<file path="config.mk">
export PLATFORM = sky130hd
export DESIGN_NAME = sad_sequencer
export DESIGN_NICKNAME = d
export VERILOG_FILES = /design/src/rtl/sad_pkg.sv /design/src/rtl/sad_absdiff_stage.sv /design/src/rtl/sad_sequencer.sv
export SDC_FILE = /design/constraint.sdc
export NUM_CORES = 1
export LEC_CHECK = 0
export ABC_AREA = 1
export CAP_MARGIN = 20
export CORE_ASPECT_RATIO = 1.5
export CORE_UTILIZATION = 60
export CTS_CLUSTER_SIZE = 20
export DETAILED_ROUTE_END_ITERATION = 10
export HOLD_SLACK_MARGIN = 0.12
export MAX_ROUTING_LAYER = met4
export PLACE_DENSITY_LB_ADDON = 0.2
export SLEW_MARGIN = 0
export SYNTH_ARGS = -nofsm -noshare
export SYNTH_HDL_FRONTEND = slang
export SYNTH_HIERARCHICAL = 1
export SYNTH_SLANG_ARGS = --single-unit
</file>
<file path="constraint.sdc">
create_clock -name clk -period 3.7 [get_ports clk]
set_input_delay 0.555 -clock clk [delete_from_list [all_inputs] [get_ports clk]]
set_output_delay 0.555 -clock clk [all_outputs]
set_load 0.01 [all_outputs]
</file>
<file path="src/rtl/sad_pkg.sv">
// Shared types and default widths for the SAD job sequencer.
// Imported by the abs-diff stage and the sequencer top.
package sad_pkg;

   localparam int DEF_DATA_W = 8;
   localparam int DEF_LEN_W  = 8;

   typedef enum logic [1:0] {
      IDLE,
      RUN,
      DRAIN,
      DONE
   } sad_state_t;

endpackage

</file>
<file path="src/rtl/sad_absdiff_stage.sv">
// Registered |a-b| with a valid bit; the first pipeline stage
// of the SAD datapath.
module sad_absdiff_stage
   import sad_pkg::*;
#(
   parameter int DATA_W = DEF_DATA_W
) (
   input  logic              clk,
   input  logic              rst,
   input  logic              pair_valid,
   input  logic [DATA_W-1:0] a,
   input  logic [DATA_W-1:0] b,
   output logic              d_valid,
   output logic [DATA_W-1:0] d
);

   logic [DATA_W-1:0] diff;

   // Compare-and-subtract so the result never wraps.
   always_comb begin
      diff = (a >= b) ? (a - b) : (b - a);
   end

   // Capture the difference of each accepted pair.
   always_ff @(posedge clk or posedge rst) begin
      if (rst) begin
         d_valid <= 1'b0;
         d       <= '0;
      end else begin
         d_valid <= pair_valid;
         if (pair_valid) begin
            d <= diff;
         end
      end
   end

endmodule

</file>
<file path="src/rtl/sad_sequencer.sv">
// Job controller: streams len_m1+1 pixel pairs through the
// abs-diff stage and reports sum, max and over-threshold.
module sad_sequencer
   import sad_pkg::*;
#(
   parameter int DATA_W = DEF_DATA_W,
   parameter int LEN_W  = DEF_LEN_W,
   parameter int ACC_W  = DATA_W + LEN_W
) (
   input  logic              clk,
   input  logic              rst,
   input  logic              cmd_valid,
   output logic              cmd_ready,
   input  logic [LEN_W-1:0]  cmd_len_m1,
   input  logic [ACC_W-1:0]  cmd_thresh,
   input  logic              pix_valid,
   output logic              pix_ready,
   input  logic [DATA_W-1:0] pix_a,
   input  logic [DATA_W-1:0] pix_b,
   output logic              res_valid,
   input  logic              res_ready,
   output logic [ACC_W-1:0]  res_sad,
   output logic [DATA_W-1:0] res_max,
   output logic              res_over,
   output logic              busy
);

   sad_state_t        state;
   sad_state_t        state_nxt;
   logic [LEN_W-1:0]  len_q;
   logic [LEN_W-1:0]  cnt;
   logic [ACC_W-1:0]  thr_q;
   logic [ACC_W-1:0]  acc;
   logic [DATA_W-1:0] max_q;
   logic              s1_valid;
   logic [DATA_W-1:0] s1_d;
   logic              cmd_fire;
   logic              pix_fire;
   logic              res_fire;

   assign cmd_fire = cmd_valid && cmd_ready;
   assign pix_fire = pix_valid && pix_ready;
   assign res_fire = res_valid && res_ready;
   assign busy     = (state != IDLE);

   sad_absdiff_stage #(
      .DATA_W (DATA_W)
   ) u_absdiff (
      .clk        (clk),
      .rst        (rst),
      .pair_valid (pix_fire),
      .a          (pix_a),
      .b          (pix_b),
      .d_valid    (s1_valid),
      .d          (s1_d)
   );

   // State register.
   always_ff @(posedge clk or posedge rst) begin
      if (rst) begin
         state <= IDLE;
      end else begin
         state <= state_nxt;
      end
   end

   // Next state and handshake readies, decoded from state.
   always_comb begin
      state_nxt = state;
      cmd_ready = 1'b0;
      pix_ready = 1'b0;
      unique case (state)
         IDLE: begin
            cmd_ready = 1'b1;
            if (cmd_valid) begin
               state_nxt = RUN;
            end
         end
         RUN: begin
            pix_ready = 1'b1;
            if (pix_valid && (cnt == len_q)) begin
               state_nxt = DRAIN;
            end
         end
         DRAIN: begin
            state_nxt = DONE;
         end
         DONE: begin
            if (res_fire) begin
               state_nxt = IDLE;
            end
         end
         default: begin
            state_nxt = IDLE;
         end
      endcase
   end

   // Job setup, pair counting and stage-2 sum/max accumulation.
   always_ff @(posedge clk or posedge rst) begin
      if (rst) begin
         len_q <= '0;
         thr_q <= '0;
         cnt   <= '0;
         acc   <= '0;
         max_q <= '0;
      end else if (cmd_fire) begin
         len_q <= cmd_len_m1;
         thr_q <= cmd_thresh;
         cnt   <= '0;
         acc   <= '0;
         max_q <= '0;
      end else begin
         if (pix_fire) begin
            cnt <= cnt + LEN_W'(1);
         end
         if (s1_valid) begin
            acc <= acc + ACC_W'(s1_d);
            if (s1_d > max_q) begin
               max_q <= s1_d;
            end
         end
      end
   end

   // Result registers: loaded once in DONE, held until consumed.
   always_ff @(posedge clk or posedge rst) begin
      if (rst) begin
         res_valid <= 1'b0;
         res_sad   <= '0;
         res_max   <= '0;
         res_over  <= 1'b0;
      end else if ((state == DONE) && !res_valid) begin
         res_valid <= 1'b1;
         res_sad   <= acc;
         res_max   <= max_q;
         res_over  <= (acc > thr_q);
      end else if (res_fire) begin
         res_valid <= 1'b0;
      end
   end

endmodule

</file>
=== Yosys cells after proc, flatten, opt, wreduce, memory -nomap -nowiden ===
Cells that the tools add are included.

* Register bits after elaboration: 93
* Input port bits: 45
* Output and inout port bits: 29
* Logic and storage cells: 56

* $add $sub $neg: 4
* $lt $le $gt $ge: 3
* Equality and inequality tests: 7
* Multiplexer cells: 16
* Reductions and logical operators: 14

{| class="wikitable"
|+ Operator list
! kind !! count
|-
| $mux 8 || 6
|-
| $mux 16 || 2
|-
| $add 16x8->16 || 1
|-
| $gt 16x16->1 || 1
|-
| $sub 8x8->8 || 2
|-
| $reduce_bool 2->1 || 5
|-
| $add 8x1->8 const B || 1
|-
| $eq 8x8->1 || 1
|-
| $ge 8x8->1 || 1
|-
| $gt 8x8->1 || 1
|-
| $pmux 2 s4 || 1
|-
| $mux 2 || 3
|-
| $ne 2x2->1 const B || 3
|-
| $logic_and 1x1->1 || 5
|-
| $eq 2x2->1 const B || 2
|-
| $mux 1 || 4
|-
| $reduce_and 3->1 || 1
|-
| $eq 2x1->1 const B || 1
|-
| $logic_not 2->1 || 1
|-
| $reduce_and 2->1 || 1
|-
| $logic_not 1->1 || 1
|}

=== Depth between registers and ports, before layout ===
Gate-level depths: netlist of the first run.

* Word-level depth: 5
* Gate-level depth with buffers: 14
* Gate-level depth less buffers: 13

=== Cells and area by module ===
The synthesis of the first run kept the hierarchy.

{| class="wikitable"
|+ Modules (own cells, without submodules)
! module !! instances !! cells an instance !! area each (um^2) !! sequential area each (um^2)
|-
| sad_sequencer || 1 || 568 || 4645.7 || 2102.0
|-
| sad_absdiff_stage || 1 || 187 || 1174.9 || 225.2
|}

=== Least setup slack after synthesis of the first run ===
No wires, ideal clock.

* Kind: input port to flip-flop
* Start point: input pix_a[0]
* End point: register u_absdiff.d[6]
* Setup time: 117 ps
* Arrival: 1762 ps
* Required time: 3583 ps
* Path slack: 1821 ps
* Cell stages on the path: 13
* Path buffers: 0
* Path through: inv_1 ha_1 fa_1 inv_1 nand2_1 nand2_2 nand3_2 nand2_1 nor2_4 nand3_1 nand2_1 nand2_1 nand2_1

* Word-level cells in the longest chain between the ends: 2
* Elaborated cells between the ends (all ways): 4

{| class="wikitable"
|+ RTL lines
! what !! RTL line !! RTL
|-
| start: declaration || sad_sequencer.sv:18 || <nowiki>input logic [DATA_W-1:0] pix_a,</nowiki>
|-
| $sub 8x8->8 or $ge 8x8->1 (tied branches) || sad_absdiff_stage.sv:21 || <nowiki>diff = (a >= b) ? (a - b) : (b - a);</nowiki>
|-
| $mux 8 (*) || sad_absdiff_stage.sv:21 ||
|-
| end signal: assignment || sad_absdiff_stage.sv:32 || <nowiki>d <= diff;</nowiki>
|-
| end: declaration || sad_absdiff_stage.sv:14 || <nowiki>output logic [DATA_W-1:0] d</nowiki>
|}

Every way passes the cells marked *; elsewhere a longest branch is shown, timed or not.
A chain may end at the register's enable or synchronous reset.

=== Worst setup path after layout of the first run ===
* Start point: register state[0]
* End point: output busy

* Word-level cells in the longest chain between the ends: 1

{| class="wikitable"
|+ RTL lines
! what !! RTL line !! RTL
|-
| start: declaration || sad_sequencer.sv:28 || <nowiki>sad_state_t state;</nowiki>
|-
| start signal: assignment || sad_sequencer.sv:63 || <nowiki>state <= state_nxt;</nowiki>
|-
| $reduce_bool 2->1 || sad_sequencer.sv:44 || <nowiki>assign busy = (state != IDLE);</nowiki>
|-
| end: declaration || sad_sequencer.sv:25 || <nowiki>output logic busy</nowiki>
|}

Every way passes these cells.

==> results of run 1 <==
==> cells in the mapped netlist, drive strengths merged, types with 3 or more instances <==
library cell	number
mux2	3
clkbuf	5
nor3	7
nand3	55
nand4	12
o21ai	60
nor2	42
fa	3
xnor2	6
a21oi	38
o22ai	3
buf	10
dfrtp	93
o21bai	3
ha	52
xor2	4
or2	3
nand2	232
inv	118
==> report_power, final <==
group / internal, mW / leakage [nW] / switching, mW / total [mW]
clock network: 0.658 / 0.162 / 0.392 / 1.05
registers: 1.35 / 1.22 / 0.261 / 1.61
logic: 0.799 / 2.23 / 1.22 / 2.02
total: 2.80 / 3.62 / 1.88 / 4.68
==> flip-flops by register name, summed over array words and instances (netlist names) <==
register / cells
acc: 16
cnt: 8
len_q: 8
max_q: 8
res_max: 8
res_over: 1
res_sad: 16
res_valid: 1
state: 2
thr_q: 16
u_absdiff/d: 8
u_absdiff/d_valid: 1
==> logic make-up (layout without fill, tap and decap cells) <==
| group | count (synthesis) | after routing |
|---|---|---|
| AO/OA/AOI/OAI | 108 | 108 |
| XOR/XNOR | 10 | 10 |
| adder cells (fa/ha/maj) | 55 | 55 |
| buffers and inverters | 133 | 210 |
| flip-flops | 93 | 93 |
| multiplexers | 3 | 3 |
| AND/OR/NAND/NOR | 353 | 353 |
==> critical path, delay by kind of cell (launching register included) <==
kind	cells	cell delay, ps
adders and majority gates	1	250
buffers and inverters	3	690
DFF	1	400
==> per-layer routing <==
| layer | routed length (um) | vias up | global-route usage |
|---|---|---|---|
| met5 | 0 | - | - |
| met4 | 739 | 0 | 0.191 |
| met3 | 438 | 49 | 0.0424 |
| met2 | 7880 | 128 | 0.583 |
| met1 | 5140 | 2454 | 0.288 |
| li1 | - | 2555 | - |
==> worst max-delay path by stage <==
stage,start,endpoint,slack (ps)
after global placement,pix_a[0],u_absdiff/d[5]$_DFFE_PP0P_,1220
after floorplan,rst,acc[0]$_DFFE_PP0P_,980
final,state[0]$_DFFE_PP0P_,busy,1460
after detailed placement,pix_a[0],u_absdiff/d[5]$_DFFE_PP0P_,1140
after global routing,pix_a[0],u_absdiff/d[7]$_DFFE_PP0P_,1360
after CTS,state[1]$_DFFE_PP0P_,pix_ready,1450
==> stage by stage <==
stage | hold WS (ps) | power [mW] | util | worst slack [ps]
after CTS | 490 | 4.70 | 0.745 | 1450
after floorplan | 383 | 2.95 | - | 980
after global routing | 514 | 5.04 | 0.745 | 1360
after detailed placement | 473 | 3.63 | 0.709 | 1140
after global placement | 470 | 3.53 | 0.709 | 1220
final | 485 | 4.68 | 0.745 | 1460
==> layout make-up <==
cell class	instances	area (um^2)	share of cell area
multi-input combinational	529	2970	0.425
inverter	118	444	0.0637
tap	112	140	0.0201
clock buffer	9	225	0.0323
clock inverter	6	111	0.0160
timing repair buffer	77	761	0.109
sequential	93	2330	0.334
==> flow_summary_export.csv, run 1 <==
group,metric,value,unit
synth,yosysTopAreaCellShare,0.400,
sta,fin_crit_sh,0.605,
routing,vias,5186,
worst_setup_path,crit_top_cell,"inv_1",
clock_tree,cts_root_buffer,"clkbuf_16",
global_routing,grt-ovfl-total,0,
synth,yosysSeqAreaShare,0.400,
routing,route.detailed.drc,0,
sta,fmax,0.447,GHz
sta,min_period,2240,ps
layout,area_delta_synth_final,19.8,%
clock_tree,clock_latency,350,ps
clock_tree,cts.path.max_buffers,2,
worst_setup_path,required,3140,ps
synth,postSynthCellCount,755,
routing,wl_per_cell,15.0,um
worst_setup_path,r2r_setup_slack,1680,ps
layout,n_antenna_cell,0,
placed_design,placedCellCount,929,
layout,nets,928,
synth,synth_area_leaders,"dfrtp_1 (40%), nand2_1 (15%), ha_1 (11%)",
routing,totalWireLength,14.2,mm
sta,hold_violations,0,
global_routing,grt_max_degree,47,
worst_setup_path,crit_path_start_kind,"flop",
worst_setup_path,cp_max_fo,4,
synth,synth_edf_count,0,
clock_tree,cts-buffers-inserted,9,
clock_tree,postCtsHoldBufs,0,
floorplanning,die_h,123,um
synth,synth-simple-area-share,0.267,
floorplanning,num_io_pins,74,
layout,fin_cells,944,
worst_setup_path,worst_path_largest_cell_delay,530,ps
synth,synth_top_family_by_area,"simple AND/OR/NAND/NOR gates",
worst_setup_path,crit_type,"flop to output pin",
synth,ys_async_sr_fraction,1.00,
worst_setup_path,crit_path_cell_trace,"inv_1, ha_1, inv_1, clkdlybuf4s50_1",
clock_tree,h-tree-depth,3,
worst_setup_path,reg2reg_depth,6,
layout,final_common_cell,"nand2_1",
min_path,whs_endpoint,"res_max[3]$_DFFE_PP0P_",
placed_design,post-dp-hpwl,11.0,mm
placed_design,port_buffers,73,
power,p_per_area,671,nW/um^2
synth,syn_avg_cell_area,7.71,um^2
floorplanning,fp.dieArea,10100,um^2
floorplanning,num_rows,43,
clock_tree,cts_resized,0,
layout,final_cell_mix,"nand2_1 (225), inv_1 (113), dfrtp_1 (93)",
worst_setup_path,regToRegEndpoint,"res_over$_DFFE_PP0P_",
layout,n_fill_cell,730,
power,ir_drop,0.571,mV
power,power.leakage,3.62,nW
worst_setup_path,crit_slowest_cell,"clkdlybuf4s50_1",
synth,synth_xor_area_frac,0.0150,
sta,finClkSkew,7.00,ps
floorplanning,core_region_area,9360,um^2
synth,synth_fa_ha_area_frac,0.122,
sta,worst_slew_pin_slew,901,ps
clock_tree,clk_pin_slew,70,ps
layout,drive_gt1_frac,0.0649,
placed_design,place_congestion,0.896,
clock_tree,post_cts.repair.setup_buffers,0,
synth,ys.flop_type,"dfrtp_1",
synth,synth_area,5820,um^2
min_path,min_path_type,"flop to flop",
sta,setup_tns,0,ps
global_routing,grt_pass1_vias,5126,
routing,drt_iter0_markers,270,
routing,dr.pass1.iters,5,
global_routing,grtUsageTotal,0.312,
worst_setup_path,worstReg2RegStart,"state[0]$_DFFE_PP0P_",
sta,final_max_slew_viol_count,0,
synth,synth_compound_area_frac,0.0997,
worst_setup_path,endpoint_kind,"output pin",
min_path,worstHoldStart,"res_max[3]$_DFFE_PP0P_",
floorplanning,die_w,82.4,um
floorplanning,start_util,0.622,
placed_design,place_area,6640,um^2
clock_tree,tritoncts,"yes",
synth,yosysTopAreaCell,"dfrtp_1",
sta,setup_viol,0,
routing,via_per_inst,5.49,
synth,yosys_register_bits,93,
job,max-cap-violations,0,
synth,synthMuxAreaShare,0.00580,
status,status,"complete, no violations",
layout,postLayoutCellArea,6980,um^2
synth,synth_cell_type_count,38,
synth,syn-num-nets,855,
clock_tree,cts_sinks,93,
min_path,hold_depth,2,
global_routing,grt_pass1_wl,22.6,mm
worst_setup_path,critPathArrivalTime,1680,ps
routing,ant_nets,0,
sta,slew_headroom,0.398,
synth,yosys_warnings,6,
global_routing,antenna_found_initial,0,
sta,rsz0062_at_grt,"no",
Note: power is estimated with default switching activity, not from simulation.
==> inputs of run 2 (changes only) <==
Settings changed: CORE_UTILIZATION 60 to 51.
Clock period 3.7 ns to 2 ns, I/O delays scaled along.
==> flow_summary_export.csv, run 2 (synthesis results as in run 1) <==
group,metric,value,unit
clock_tree,clock_latency,340,ps
worst_setup_path,worst_path_largest_cell_delay,480,ps
worst_setup_path,cp-startpoint,"pix_a[4]",
floorplanning,num_io_pins,74,
worst_setup_path,cp_max_fo,6,
layout,regArea,2330,um^2
layout,drive_gt1_frac,0.100,
clock_tree,cts_root_buffer,"clkbuf_16",
sta,rsz0062_at_grt,"no",
layout,fin_util,0.658,
layout,area_delta_synth_final,25.0,%
sta,finClkSkew,6.21,ps
global_routing,grtUsageTotal,0.266,
layout,n_fill_cell,979,
placed_design,port_buffers,73,
clock_tree,cts-buffers-inserted,9,
layout,top_regs,"acc (16), res_sad (16), thr_q (16)",
worst_setup_path,crit_path_end,"u_absdiff/d[6]$_DFFE_PP0P_",
clock_tree,cts.path.max_buffers,2,
worst_setup_path,path_depth,12,
clock_tree,tritoncts,"yes",
worst_setup_path,path_delay_family,"simple AND/OR/NAND/NOR gates",
sta,fin_crit_sh,0.917,
floorplanning,num_rows,47,
worst_setup_path,crit_type,"input port to flop",
power,ir_drop,0.584,mV
routing,wl_per_cell,14.1,um
floorplanning,core_region_area,11100,um^2
worst_setup_path,worstReg2RegStart,"acc[0]$_DFFE_PP0P_",
clock_tree,postCtsHoldBufs,0,
worst_setup_path,reg2reg_depth,10,
worst_setup_path,r2r_setup_slack,180,ps
routing,ant_nets,0,
worst_setup_path,crit_top_cell,"nand2_1",
global_routing,grt_pass1_vias,5097,
power,p_per_area,1190,nW/um^2
sta,hold_violations,0,
routing,drt_iter0_markers,141,
layout,final_common_cell,"nand2_1",
job,max-cap-violations,0,
worst_setup_path,crit_buf_inv,3,
layout,nets,955,
clock_tree,h-tree-depth,3,
routing,dr.pass1.iters,5,
sta,fmax,0.545,GHz
layout,final_cell_mix,"nand2_1 (224), inv_1 (113), dfrtp_1 (93)",
floorplanning,start_util,0.526,
floorplanning,die_w,89.2,um
placed_design,post-dp-hpwl,11.5,mm
sta,slew_headroom,0.712,
sta,setup_viol,0,
global_routing,grt_pass1_wl,23.3,mm
routing,vias,5180,
global_routing,antenna_found_initial,0,
floorplanning,fp.dieArea,11900,um^2
power,power.leakage,3.78,nW
routing,via_per_inst,5.15,
sta,final_max_slew_viol_count,0,
worst_setup_path,endpoint_kind,"flop",
placed_design,place_congestion,0.910,
clock_tree,clk_pin_slew,60,ps
worst_setup_path,critPathArrivalTime,2070,ps
sta,worst_slew_pin_slew,432,ps
global_routing,grt_max_degree,46,
worst_setup_path,regToRegEndpoint,"acc[12]$_DFFE_PP0P_",
worst_setup_path,required,2230,ps
worst_setup_path,crit_path_cell_trace,"clkdlybuf4s50_1, inv_1, ha_2, nand2_2, nor2_2, nand2_1, inv_1, nor2_4, nand3_1, nand2_1, nand2_1, nand2_1",
worst_setup_path,crit_path_start_kind,"input port",
floorplanning,die_h,133,um
sta,min_period,1830,ps
layout,multi_input_comb_area,2990,um^2
routing,totalWireLength,14.1,mm
min_path,min_path_type,"input port to async pin",
sta,setup_tns,0,ps
clock_tree,cts_sinks,93,
layout,n_antenna_cell,0,
status,status,"complete, no violations",
worst_setup_path,crit_slowest_cell,"clkdlybuf4s50_1",
global_routing,grt-ovfl-total,0,
routing,route.detailed.drc,0,
[run 2: changes by cell type in the layout (fill, tap and decap cells not counted), sizes merged]
cell           previous run  this run
clkbuf                    9        10
clkinv                    2         0
dlymetal6s2s              0         4
clkdlybuf4s50            73        69
buf                       4        31
clkinvlp                  1         3
bufinv                    3         2
[run 2: worst register-to-register path: stages, from the launching register on]
cell	delay [ps]
dfrtp_1	380
ha_1	240
fa_2	390
nand3_1	120
nand3_2	100
nand2_1	100
nand3_1	130
nand3_2	120
nand2_1	50
nand2_1	60
nor2_1	40
[run 2: layout make-up]
cell class	instances	share of cell area
Sequential cell	93	0.320
Clock buffer	10	0.0329
Inverter	118	0.0614
Clock inverter	5	0.0115
Multi-Input combinational cell	529	0.412
Tap cell	147	0.0253
Timing Repair Buffer	104	0.137
[run 2: how the worst min path moves through the flow]
stage	from	endpoint	slack (ps)	depth (start not counted)
after global placement	res_sad[6]$_DFFE_PP0P_	res_sad[6]$_DFFE_PP0P_	470	2
final	rst	u_absdiff/d[0]$_DFFE_PP0P_	330	2
after detailed placement	res_max[6]$_DFFE_PP0P_	res_max[6]$_DFFE_PP0P_	480	2
after floorplan	rst	u_absdiff/d[0]$_DFFE_PP0P_	130	1
after CTS	rst	u_absdiff/d[0]$_DFFE_PP0P_	340	2
after global routing	rst	u_absdiff/d[0]$_DFFE_PP0P_	390	2
[run 2: report_power, final]
part	internal (mW)	total (mW)	switching [mW]
Sequential	2.49	2.95	0.459
Clock	1.13	1.85	0.719
Combinational	1.59	3.89	2.30
[run 2: what timing repair did]
action                                  in CTS  in global routing
pin swaps                                    0                  1
buffers inserted                             1                  0
endpoints found under the setup margin       2                 10
gates resized for setup                      1                 10
[run 2: metrics by stage]
stage	cells	setup WS, ps	hold WS, ps	area [um^2]	power (mW)
3_5_place_dp	990	-284	478	6910	6.85
6_report	1006	166	327	7270	8.69
4_1_cts	1006	13.9	343	7240	8.75
2_1_floorplan	755	318	128	5820	5.47
5_1_grt	1006	13.8	387	7270	9.41
3_3_place_gp	990	-200	471	6910	6.69
[run 2: per-layer routing]
metal,vias to the layer above,global-route usage,part of all wire
li1,2613,-,-
met1,2405,0.258,0.36
met2,126,0.506,0.57
met3,36,0.0299,0.033
met4,0,0.123,0.036
met5,-,-,0
